==> src/rtl/decode_pipe.sv <==
// decode_pipe: decodes up to WIDTH fetched instruction lanes per cycle and
// compacts the valid ones into a WIDTH-entry buffer. The buffer drains into
// the issue queue by partial push, and a new bundle is accepted only when
// the buffer empties in the same cycle.
// Ports:
//   clk, rst                 clock, asynchronous active-high reset
//   flush                    drop buffered and incoming lanes
//   in_valid[WIDTH]          per-lane valid
//   decode_require           WIDTH x 32-bit instruction lanes (lane 0 in LSBs)
//   in_ready                 input bundle is accepted this cycle
//   issue_queue_element      WIDTH x 34-bit decoded lanes (registered)
//   issue_queue_push_number  lanes the issue queue takes this cycle
//   iq_size_left             free issue-queue slots
//   stall_count              saturating count of blocked cycles
//
// Decoded element layout (MSB..LSB):
//   [33] valid  [32:31] fu  [30] writes_rd  [29:25] rd  [24:20] rs1
//   [19:15] rs2 [14:12] funct3  [11:0] imm
//   fu: 0 = ALU (OP/OP-IMM), 1 = LSU (LOAD/STORE), 2 = BRANCH, 3 = other

// Single-lane combinational decoder.
module decode_lane (
  input  logic [31:0] instr,
  output logic [33:0] elem
);

  localparam logic [6:0] OPC_OP     = 7'h33;
  localparam logic [6:0] OPC_OP_IMM = 7'h13;
  localparam logic [6:0] OPC_LOAD   = 7'h03;
  localparam logic [6:0] OPC_STORE  = 7'h23;
  localparam logic [6:0] OPC_BRANCH = 7'h63;

  logic [1:0]  fu;
  logic        writes_rd;
  logic [11:0] imm;

  always_comb begin
    fu        = 2'd3;
    writes_rd = 1'b1;
    imm       = instr[31:20];
    case (instr[6:0])
      OPC_OP, OPC_OP_IMM: fu = 2'd0;
      OPC_LOAD:           fu = 2'd1;
      OPC_STORE: begin
        fu        = 2'd1;
        writes_rd = 1'b0;
        imm       = {instr[31:25], instr[11:7]};
      end
      OPC_BRANCH: begin
        fu        = 2'd2;
        writes_rd = 1'b0;
      end
      default: ;
    endcase
    elem = {1'b1, fu, writes_rd, instr[11:7], instr[19:15], instr[24:20],
            instr[14:12], imm};
  end

endmodule

module decode_pipe #(
  parameter  int unsigned WIDTH = 4,
  localparam int unsigned CW    = $clog2(WIDTH + 1),
  localparam int unsigned DR_W  = 32,
  localparam int unsigned IQ_W  = 34
) (
  input  logic                   clk,
  input  logic                   rst,
  input  logic                   flush,
  input  logic [WIDTH-1:0]       in_valid,
  input  logic [WIDTH*DR_W-1:0]  decode_require,
  output logic                   in_ready,
  output logic [WIDTH*IQ_W-1:0]  issue_queue_element,
  output logic [CW-1:0]          issue_queue_push_number,
  input  logic [CW-1:0]          iq_size_left,
  output logic [31:0]            stall_count
);

  logic [IQ_W-1:0] dec       [WIDTH];
  logic [IQ_W-1:0] comp      [WIDTH];
  logic [IQ_W-1:0] shifted   [WIDTH];
  logic [IQ_W-1:0] buf_d     [WIDTH];
  logic [IQ_W-1:0] buf_q     [WIDTH];
  logic [CW-1:0]   occ_d, occ_q;
  logic [CW-1:0]   iq_lim, push, load_cnt;
  logic [31:0]     stall_count_d, stall_count_q;

  // One decoder per input lane.
  for (genvar i = 0; i < WIDTH; i++) begin : g_dec
    decode_lane u_dec (
      .instr (decode_require[i*DR_W +: DR_W]),
      .elem  (dec[i])
    );
  end

  // Push count and ready; flush suppresses both.
  always_comb begin
    iq_lim   = (iq_size_left > CW'(WIDTH)) ? CW'(WIDTH) : iq_size_left;
    push     = '0;
    if (!flush) begin
      push = (occ_q < iq_lim) ? occ_q : iq_lim;
    end
    in_ready = (occ_q == push) && !flush;
  end

  // Compact valid lanes to the bottom in ascending lane order.
  always_comb begin
    load_cnt = '0;
    for (int k = 0; k < int'(WIDTH); k++) begin
      comp[k] = '0;
    end
    for (int i = 0; i < int'(WIDTH); i++) begin
      if (in_valid[i]) begin
        for (int k = 0; k < int'(WIDTH); k++) begin
          if (load_cnt == CW'(k)) begin
            comp[k] = dec[i];
          end
        end
        load_cnt = load_cnt + CW'(1);
      end
    end
  end

  // Drop the pushed entries; entries at or above occ are always zero, so
  // zero-fill keeps the unused tail clear.
  always_comb begin
    for (int k = 0; k < int'(WIDTH); k++) begin
      shifted[k] = '0;
      for (int j = 0; j < int'(WIDTH); j++) begin
        if (j == k + int'(push)) begin
          shifted[k] = buf_q[j];
        end
      end
    end
  end

  // Next buffer state: flush, then load on ready, else partial push.
  always_comb begin
    occ_d = occ_q;
    for (int k = 0; k < int'(WIDTH); k++) begin
      buf_d[k] = buf_q[k];
    end
    if (flush) begin
      occ_d = '0;
      for (int k = 0; k < int'(WIDTH); k++) begin
        buf_d[k] = '0;
      end
    end else if (in_ready) begin
      occ_d = load_cnt;
      for (int k = 0; k < int'(WIDTH); k++) begin
        buf_d[k] = comp[k];
      end
    end else begin
      occ_d = occ_q - push;
      for (int k = 0; k < int'(WIDTH); k++) begin
        buf_d[k] = shifted[k];
      end
    end
  end

  // Saturating count of cycles where buffered lanes could not all leave.
  always_comb begin
    stall_count_d = stall_count_q;
    if (!flush && (occ_q != '0) && (push < occ_q) && (stall_count_q != '1)) begin
      stall_count_d = stall_count_q + 32'd1;
    end
  end

  always_ff @(posedge clk or posedge rst) begin
    if (rst) begin
      occ_q         <= '0;
      stall_count_q <= '0;
      for (int k = 0; k < int'(WIDTH); k++) begin
        buf_q[k] <= '0;
      end
    end else begin
      occ_q         <= occ_d;
      stall_count_q <= stall_count_d;
      for (int k = 0; k < int'(WIDTH); k++) begin
        buf_q[k] <= buf_d[k];
      end
    end
  end

  for (genvar k = 0; k < WIDTH; k++) begin : g_out
    assign issue_queue_element[k*IQ_W +: IQ_W] = buf_q[k];
  end

  assign issue_queue_push_number = push;
  assign stall_count             = stall_count_q;

endmodule

==> config.mk <==
export PLATFORM = sky130hd
export DESIGN_NAME = decode_pipe
export DESIGN_NICKNAME = d
export VERILOG_FILES = /design/src/rtl/decode_pipe.sv
export SDC_FILE = /design/constraint.sdc
export NUM_CORES = 1
export LEC_CHECK = 0
export BUFFER_PORTS_ARGS = -buffer_cell sky130_fd_sc_hd__buf_4
export CAP_MARGIN = 30
export CORE_ASPECT_RATIO = 1.5
export CORE_UTILIZATION = 35
export DETAILED_ROUTE_END_ITERATION = 10
export PLACE_DENSITY_LB_ADDON = 0.25
export SKIP_LAST_GASP = 1
export SLEW_MARGIN = 20
export SYNTH_ARGS = -nofsm -noshare
export SYNTH_HDL_FRONTEND = slang
export SYNTH_SLANG_ARGS = --single-unit
export TNS_END_PERCENT = 1
==> constraint.sdc <==
create_clock -name clk -period 5.45 [get_ports clk]
set_input_delay 0.545 -clock clk [delete_from_list [all_inputs] [get_ports clk]]
set_output_delay 0.545 -clock clk [all_outputs]
set_load 0.05 [all_outputs]
==> run_results.csv <==
group,metric,value,unit
run_status,outcome,"finished, final reports clean",
clocking,cts_setup_buffers,0,
critical_path,cp.required,4910,ps
power_and_ir_drop,power.leakage,6.95,nW
timing,finalHoldViolCount,0,
hold_path,min-delay-path-class,"in -> async",
clocking,clock_insertion_delay_worst_skew,450,ps
die,placementRows,83,
timing,grt_setup_unrepaired,"false",
route,drtIter0Drc,1408,
critical_path,worstSetupEndpointType,"output port",
timing,final.min_clock_period,4340,ps
synthesis,ys_ff_latch,171,
critical_path,worst_path_largest_cell_delay,540,ps
clocking,clock_tree.buffer_depth,2,
critical_path,cp_slowest_cell,"sky130_fd_sc_hd__inv_2",
placement,post-place-ws,1020,ps
die,die_height,231,µm
synthesis,synth-edff-count,0,
die,fp.dieW,154,µm
die,initial_cell_density_of_the_core,35.6,%
clocking,cts_sink_cnt,171,
die,design.die.area,35600,µm²
die,coreArea,34300,µm²
global_route,grt_antenna_before_repair,3,
cells_and_area,nNetsFinal,1837,
clocking,postCtsResizedCells,0,
critical_path,worstSetupStartpointType,"register",
placement,gp_congestion,0.987,
timing,timing.final.setup_violations,0,
route,final_antenna_net_count,0,
synthesis,async_flop_share,100,%
synthesis,synth.lib_cells_used.distinct,74,
critical_path,crit_type,"reg -> out",
synthesis,yosys_most_used_dff,"sky130_fd_sc_hd__dfrtp_1",
timing,timing_max_transition_violations_final,0,
cells_and_area,drive_above_1_share,25.1,%
global_route,grt_pass1_wl,83.7,mm
timing,worst_slew_pin_tran,1030,ps
cells_and_area,final_cell_area,15500,µm²
route,totalWireLength,56.3,mm
timing,relSlewSlack,31.6,%
clocking,clk_transition_reported_paths,70,ps
clocking,holdBufCountCts,0,
placement,placed_inst_area,14900,µm²
critical_path,critical_path_peak_fanout,34,
route,avgViaCountPerCell,6.52,
critical_path,worstPathCellList,"ha_1, a21oi_4, mux2i_1, or2_0, buf_4, inv_2, ha_1, nand4b_1, buf_4, inv_2, buf_4",
timing,totalNegativeSetupSlack,0,ps
synthesis,syn-cell-area,12200,µm²
clocking,root_buffer,"sky130_fd_sc_hd__clkbuf_16",
clocking,htree_num_levels,4,
critical_path,timing.critical_path.mode_cell,"sky130_fd_sc_hd__buf_4",
global_route,grt.total_usage,31.3,%
power_and_ir_drop,ir_worst_vdd,303,µV
critical_path,arrival_time_at_the_worst_endpoint,3790,ps
cells_and_area,area.growth.synth_to_final,27.0,%
global_route,grt_start_max_net_pins,68,
placement,dp_hpwl,40.1,mm
synthesis,syn-num-nets,1599,
placement,count_of_input_and_output_buffers,309,
timing,finClkSkew,9.74,ps
route,routed-via-count,13828,
global_route,via_count_of_the_first_global_routing_pass,13560,
route,drcViolationCount,0,
die,io-pin-count,310,
clocking,tritoncts.num_buffers,17,
route,dr.pass1.iters,9,
timing,fin_worst_hold_slack,92.8,ps
route,post_drt_wl_per_cell,26.5,µm
synthesis,synth-warning-count,0,
timing,postLayoutSetupSlackWorst,1110,ps
critical_path,timing.reg2reg.worst_path_depth,11,
clocking,tritoncts,"built",
timing,min_period_over_period,79.6,%
run,drv.max_cap_violation_count,0,
synthesis,synth_seq_area_share,35.1,%
timing,achievable-frequency,0.230,GHz
synthesis,synth_area_per_cell,8.45,µm²
power_and_ir_drop,power_density,493,nW/µm²
global_route,total_global_routing_overflow,0,
synthesis,syn-instance-count,1443,
## Yosys cell counts (3+ instances only)
library cell,instances,share of area [%]
sky130_fd_sc_hd__buf_4,3,0.18
sky130_fd_sc_hd__a22o_1,8,0.57
sky130_fd_sc_hd__o221ai_1,10,0.72
sky130_fd_sc_hd__nand2b_1,5,0.26
sky130_fd_sc_hd__ha_1,16,1.6
sky130_fd_sc_hd__dfrtp_1,171,35
sky130_fd_sc_hd__a22oi_1,35,2.2
sky130_fd_sc_hd__nor2b_1,8,0.41
sky130_fd_sc_hd__buf_1,6,0.18
sky130_fd_sc_hd__inv_1,51,1.6
sky130_fd_sc_hd__nand3b_1,3,0.18
sky130_fd_sc_hd__a221oi_1,38,2.7
sky130_fd_sc_hd__a21oi_1,77,3.2
sky130_fd_sc_hd__nor3_1,31,1.3
sky130_fd_sc_hd__nor3_2,4,0.33
sky130_fd_sc_hd__o21ai_0,140,5.7
sky130_fd_sc_hd__a2111oi_0,4,0.29
sky130_fd_sc_hd__a211oi_1,7,0.43
sky130_fd_sc_hd__nand4bb_1,3,0.28
sky130_fd_sc_hd__nor4_1,4,0.21
sky130_fd_sc_hd__o221a_2,8,0.74
sky130_fd_sc_hd__nand3_1,38,1.6
sky130_fd_sc_hd__mux2i_1,58,4.8
sky130_fd_sc_hd__a31oi_1,9,0.46
sky130_fd_sc_hd__xor2_1,11,0.79
sky130_fd_sc_hd__xnor2_1,22,1.6
sky130_fd_sc_hd__buf_6,5,0.46
sky130_fd_sc_hd__o211ai_1,7,0.43
sky130_fd_sc_hd__o22ai_1,14,0.72
sky130_fd_sc_hd__and2_1,7,0.36
sky130_fd_sc_hd__a32oi_1,24,1.7
sky130_fd_sc_hd__a32o_1,30,2.5
sky130_fd_sc_hd__nand2_1,161,5.0
sky130_fd_sc_hd__and4_1,6,0.43
sky130_fd_sc_hd__a221o_1,73,6.0
sky130_fd_sc_hd__clkbuf_1,95,2.9
sky130_fd_sc_hd__o31ai_1,12,0.74
sky130_fd_sc_hd__a21o_1,6,0.37
sky130_fd_sc_hd__or3_1,4,0.21
sky130_fd_sc_hd__nand4_1,12,0.62
sky130_fd_sc_hd__nor3b_1,3,0.18
sky130_fd_sc_hd__and3_1,58,3.0
sky130_fd_sc_hd__nor2_1,89,2.7
sky130_fd_sc_hd__buf_2,27,1.1
## kinds of logic after synthesis
group	after synthesis	synth area share [%]
AOI/OAI and AO/OA	521	31.0
and+or+nand+nor	449	18.0
buffers and inverters	191	6.56
DFF	171	35.1
muxes	60	4.95
xor gates and xnor gates	33	2.37
adders and majority gates	18	1.97
## stage by stage
| step | utilization, % | total power [W] | instances |
|---|---|---|---|
| floorplan | - | 0.00478 | 1443 |
| global placement | 43.3 | 0.00633 | 2082 |
| detailed placement | 43.5 | 0.00637 | 2085 |
| CTS | 45.1 | 0.00756 | 2117 |
| global route | 45.2 | 0.00794 | 2122 |
| finish | 45.2 | 0.00763 | 2122 |
## worst max-delay path: cells and delay by family (launching register included)
kind	cells	cell delay [ps]
buffers and inverters	5	1460
AO/OA/AOI/OAI	1	230
flip-flops	1	430
AND/OR/NAND/NOR	2	300
multiplexers	1	190
adder cells (fa/ha/maj)	2	710
## sequential cells by signal, summed over array words and instances (netlist names)
name	flops
issue_queue_element	136
occ_q	3
stall_count	32
## report_power, final
group / leakage [nW] / total (W) / switching [W] / internal [W]
combinational: 4.36 / 0.00456 / 0.00318 / 0.00137
sequential: 2.34 / 0.00189 / 0.000345 / 0.00155
clock: 0.254 / 0.00118 / 0.000577 / 0.000604
total: 6.95 / 0.00763 / 0.00411 / 0.00352
## routing by layer
metal  GRT usage (%)  wire length, µm
met2            52.3            27200
met1            37.2            21200
met4            19.0             3210
met3            5.97             4720
met5               0                0
## area by class of cell
class                      count  area, µm²
sequential                   171       4280
multi-input combinational   1081       7180
antenna                        3       7.51
clock buffer                  19        443
inverter                      55        211
tap                          425        532
clock inverter                13        108
timing repair buffer         355       2720
fill                        3403      18800
## path summary, 6_finish.rpt
path | start | end | slack, ps
worst min-delay path | rst | stall_count[10] | 90
min in group clk | decode_require[115] | issue_queue_element[126] | 410
worst min register to register | stall_count[7] | stall_count[7] | 500
worst max-delay path | occ_q[2] | in_ready | 1110
max in group asynchronous | rst | stall_count[1] | 4280
worst max register to register | occ_q[2] | issue_queue_element[0] | 1260
## layout by cell type (no fill, tap or decap), types with 31 or more instances in the layout
master / n
sky130_fd_sc_hd__buf_4: 350
sky130_fd_sc_hd__dfrtp_1: 171
sky130_fd_sc_hd__nand2_1: 161
sky130_fd_sc_hd__o21ai_0: 140
sky130_fd_sc_hd__nor2_1: 88
sky130_fd_sc_hd__a21oi_1: 77
sky130_fd_sc_hd__a221o_1: 73
sky130_fd_sc_hd__and3_1: 58
sky130_fd_sc_hd__mux2i_1: 57
sky130_fd_sc_hd__inv_1: 48
sky130_fd_sc_hd__a221oi_1: 38
sky130_fd_sc_hd__nand3_1: 37
sky130_fd_sc_hd__a22oi_1: 35
sky130_fd_sc_hd__nor3_1: 31
Note: power is estimated with default switching activity, not from simulation.
